==> src/rtl/reg_access_arbiter.sv <==
// Round-robin arbiter that lets N requesters share one load/set/clear register.
// Each granted requester gets exactly one strobe cycle, then must release before the next grant.
module reg_access_arbiter #(
    parameter int N = 4,
    parameter int W = 4
) (
    input  logic             clk,
    input  logic             reset,
    input  logic [N-1:0]     req,
    input  logic [2*N-1:0]   op,
    input  logic [W*N-1:0]   wdata,
    output logic [N-1:0]     gnt,
    output logic [N-1:0]     ack,
    output logic             reg_load,
    output logic             reg_set,
    output logic             reg_clr,
    output logic [W-1:0]     reg_d,
    output logic             busy
);

    localparam int PW = (N > 1) ? $clog2(N) : 1;

    typedef enum logic [1:0] {
        IDLE,
        ISSUE,
        RELEASE
    } state_t;

    state_t          state;
    state_t          state_next;
    logic [PW-1:0]   rr_ptr;
    logic [PW-1:0]   winner;
    logic [PW-1:0]   win_sel;
    logic [PW-1:0]   ptr_after_win;
    logic [1:0]      cap_op;
    logic [W-1:0]    cap_data;
    logic [N-1:0]    gnt_q;
    logic            any_req;

    // First requesting index at or after the pointer, wrapping N-1 -> 0.
    always_comb begin : rr_search
        int idx;
        any_req = 1'b0;
        win_sel = '0;
        idx     = 0;
        for (int k = 0; k < N; k++) begin
            idx = int'(rr_ptr) + k;
            if (idx >= N) begin
                idx = idx - N;
            end
            if (!any_req && req[idx]) begin
                any_req = 1'b1;
                win_sel = PW'(idx);
            end
        end
        ptr_after_win = (win_sel == PW'(N - 1)) ? '0 : win_sel + PW'(1);
    end

    always_ff @(posedge clk or negedge reset) begin
        if (!reset) begin
            state    <= IDLE;
            rr_ptr   <= '0;
            winner   <= '0;
            gnt_q    <= '0;
            cap_op   <= '0;
            cap_data <= '0;
        end else begin
            state <= state_next;
            if (state == IDLE && any_req) begin
                winner        <= win_sel;
                gnt_q         <= '0;
                gnt_q[win_sel] <= 1'b1;
                cap_op        <= op[2*win_sel +: 2];
                cap_data      <= wdata[W*win_sel +: W];
                rr_ptr        <= ptr_after_win;
            end else if (state == RELEASE && !req[winner]) begin
                gnt_q <= '0;
            end
        end
    end

    always_comb begin
        state_next = state;
        case (state)
            IDLE:    if (any_req) state_next = ISSUE;
            ISSUE:   state_next = RELEASE;
            RELEASE: if (!req[winner]) state_next = IDLE;
            default: state_next = IDLE;
        endcase
    end

    // Strobes are decoded only from the captured op, so late op/wdata changes cannot leak through.
    always_comb begin
        gnt      = gnt_q;
        ack      = '0;
        reg_load = 1'b0;
        reg_set  = 1'b0;
        reg_clr  = 1'b0;
        reg_d    = '0;
        busy     = (state != IDLE);
        if (state == ISSUE) begin
            ack = gnt_q;
            case (cap_op)
                2'b01: begin
                    reg_load = 1'b1;
                    reg_d    = cap_data;
                end
                2'b10:   reg_set = 1'b1;
                2'b11:   reg_clr = 1'b1;
                default: ;
            endcase
        end
    end

endmodule
==> config.mk <==
export PLATFORM = sky130hd
export DESIGN_NAME = reg_access_arbiter
export DESIGN_NICKNAME = d
export VERILOG_FILES = /design/src/rtl/reg_access_arbiter.sv
export SDC_FILE = /design/constraint.sdc
export NUM_CORES = 1
export LEC_CHECK = 0
export CORE_AREA = 2 2 67 50
export DETAILED_ROUTE_END_ITERATION = 12
export DIE_AREA = 0 0 69 52
export GPL_ROUTABILITY_DRIVEN = 0
export PLACE_DENSITY_LB_ADDON = 0.12
export SYNTH_ARGS = -nofsm -noshare
export SYNTH_HDL_FRONTEND = slang
export SYNTH_SLANG_ARGS = --single-unit
==> constraint.sdc <==
create_clock -name clk -period 1.8 [get_ports clk]
set_input_delay 0.18 -clock clk [delete_from_list [all_inputs] [get_ports clk]]
set_output_delay 0.18 -clock clk [all_outputs]
set_load 0.02 [all_outputs]
==> flow_summary.json <==
{
  "grt_use_total": 0.1785,
  "reg2reg_depth": 5,
  "rsz0062_at_grt": "true",
  "endpoint": "cap_op[1]",
  "drc": 0,
  "pin_count": 46,
  "slew_violations": 0,
  "clock_sinks": 16,
  "dp_worst_setup_slack_ns": -0.2555,
  "crit_cells": 5,
  "grt_max_degree": 17,
  "cts_buffer_depth": 2,
  "post_synth.cell_area_avg_um2": 9.373,
  "drv_cap": 0,
  "area_growth_syn_to_layout_pct": 66.05,
  "insertion_delay_ns": 0.25,
  "nets": 214,
  "cts_tree": "yes",
  "dr.first_iter.drc_count": 28,
  "row_count": 17,
  "grt_pass1_wl_um": 5037,
  "critPathMaxStageDelay_ns": 0.48,
  "drt_pass1_iterations": 4,
  "period_needed_ns": 1.747,
  "leakage_nw": 0.8876,
  "die_w_um": 69,
  "die_h_um": 52,
  "first_global_vias": 1078,
  "port_buffers": 45,
  "ys_seq_elements": 16,
  "worst-path-max-fanout": 6,
  "finalWirelength_um": 2967,
  "post-dp-hpwl_um": 2418,
  "finalHoldViolCount": 0,
  "core_um2": 2978,
  "crit_family": "compound AO/OA/AOI/OAI gates",
  "maxClockFrequency_ghz": 0.5726,
  "end_kind": "register",
  "holdWs_ns": 0.2403,
  "syn_inst": 116,
  "dieArea_um2": 3588,
  "cp.required_ns": 1.95,
  "htreeDepth": 1,
  "hold_path.class": "input port to async pin",
  "finalSetupViolations": 0,
  "diodes": 0,
  "cp-startpoint": "rr_ptr[1]",
  "setup_slack_ns": 0.05347,
  "cts_inserted_buffers": 3,
  "vias_per_cell": 5.000,
  "worstSetupPathType": "register to register",
  "netlist_area_um2": 1087,
  "tightest_slew_ns": 0.3087,
  "r2r_start": "rr_ptr[1]",
  "initial_core_util": 0.3651,
  "cp_cell_sequence": "mux2i_4 > a221o_1 > mux2i_1 > or3_1 > o311ai_1",
  "crit_arrival_ns": 1.90,
  "status": "completed",
  "finalCritPeriodShare": 0.9703,
  "dr_total_vias": 1105,
  "drive_gt1_frac": 0.2404,
  "ys_types": 45,
  "p_per_area_nw_per_um2": 1408,
  "clockRootBuffer": "clkbuf_8",
  "final_antenna_net_count": 0,
  "syn_nets": 146,
  "gr-total-overflow": 0,
  "antenna_found_initial": 0,
  "fin_skew_ns": 0.005687,
  "clkTransAtPathRegs_ns": 0.07,
  "vdd_drop_max_v": 0.0005915,
  "slew_headroom": 0.7942,
  "r2r_end": "cap_op[1]",
  "wire_per_inst_um": 13.43,
  "regToRegSetupSlack_ns": 0.05,
  "synth_warnings": 0,
  "cp_num_buf_inv": 0,
  "startpoint_type": "register",
  "seq_area_frac_synth": 0.3682,
  "cp_slowest_cell": "dfrtp_2"
}
area by class of cell:
type	instances	area, um^2
fillers	263	1172
repair buffers	67	625.6
flip-flops and latches	16	402.9
multi-input cells	90	646.9
inverters	6	27.53
clock buffers	4	55.05
well taps	38	47.55
stage by stage:
stage / power (W) / instances / utilization / setup TNS [ns] / cell area (um^2)
floorplan: 0.001588 / 116 / - / 0 / 1087
global placement: 0.002146 / 216 / 0.5714 / -1.758 / 1702
detailed placement: 0.002175 / 216 / 0.5714 / -2.403 / 1702
CTS: 0.002483 / 220 / 0.5882 / 0 / 1752
global route: 0.002751 / 221 / 0.6063 / -0.01941 / 1805
finish: 0.002542 / 221 / 0.6063 / 0 / 1805
Yosys cell counts, drive strengths merged:
cell      n  area share
a211o     5       0.040
a211oi    1       0.012
a21bo     1      0.0092
a21o      3       0.021
a21oi     2       0.013
a221o     2       0.020
a221oi    2       0.038
a22o      2       0.016
a2bb2oi   1      0.0081
a31oi     1      0.0058
a32o      1      0.0092
and2      8       0.046
and2b     1      0.0092
and3      1      0.0058
and3b     1      0.0081
buf       4       0.038
clkinv    1      0.0034
dfrtp    16        0.37
inv       5       0.022
mux2i     3       0.031
mux4      1       0.021
nand2    24       0.085
nand2b    1      0.0058
nand3     4       0.018
nand4     4       0.023
nor2      8       0.035
nor2b     2       0.012
nor3      1      0.0046
nor3b     1       0.012
nor4      1       0.012
o211ai    1      0.0069
o21ai     3       0.014
o21ba     1      0.0092
o311ai    1      0.0081
or3       1      0.0058
or4       1      0.0069
worst register-to-register path, cell delays in order, from the launching register on:
cell      delay, ns
dfrtp_2        0.48
mux2i_4        0.22
a221o_1        0.41
mux2i_1        0.15
or3_1          0.30
o311ai_1       0.09
cells in the final DEF (no fill, tap or decap), drive strengths merged, types with 2 or more instances in the layout:
master and count:
a21o 3, nand2 24, and2 8, mux2i 3, clkdlybuf4s50 32, a211o 5, clkdlybuf4s15 3, inv 5
o21ai 3, nor2 8, a22o 2, nand4 4, dfrtp 16, a221oi 2, buf 22, dlygate4sd2 5
a21oi 2, nand3 4, a221o 2, clkbuf 4, nor2b 2, dlymetal6s2s 5
where the power goes:
group          switching (W)  leakage (nW)  total (W)  internal, W
clock network       0.000130        0.0288   0.000324     0.000194
logic               0.000739         0.662    0.00152     0.000783
registers           0.000162         0.197   0.000697     0.000535
layer usage:
metal / share of wire / up-vias / track usage
met3: 0.038 / 5 / 0.02519
li1: - / 555 / -
met4: 0.014 / 0 / 0.07843
met2: 0.47 / 29 / 0.2869
met1: 0.48 / 516 / 0.2422
met5: 0 / - / 0
state kept, by name, indices dropped and copies added, names as in the netlist:
signal	cells
state	2
cap_op	2
cap_data	4
winner	2
rr_ptr	2
gnt	4
repair_timing:
action / CTS / global route
gates resized for setup: 11 / 14
pin swaps: 0 / 5
setup endpoints to repair: 14 / 14
hold buffers: 0 / 0
buffers inserted: 0 / 1
how the worst min path moves through the flow:
| stage | start | end | slack (ns) | depth (start not counted) |
|---|---|---|---|---|
| after floorplan | reset | cap_data[0] | -0.12 | 0 |
| after global placement | cap_data[3] | cap_data[3] | 0.48 | 2 |
| after detailed placement | cap_data[1] | cap_data[1] | 0.49 | 2 |
| after CTS | reset | cap_data[2] | 0.25 | 2 |
| after global routing | reset | winner[0] | 0.25 | 2 |
| final | reset | cap_data[0] | 0.24 | 2 |
kinds of logic after synthesis:
logic type,count (synthesis),synth area share
muxes,4,0.05178
AOI/OAI and AO/OA,27,0.2290
and+or+nand+nor,59,0.2877
buffers and inverters,10,0.06329
DFF,16,0.3682
Power figures use the tool's default switching activity.
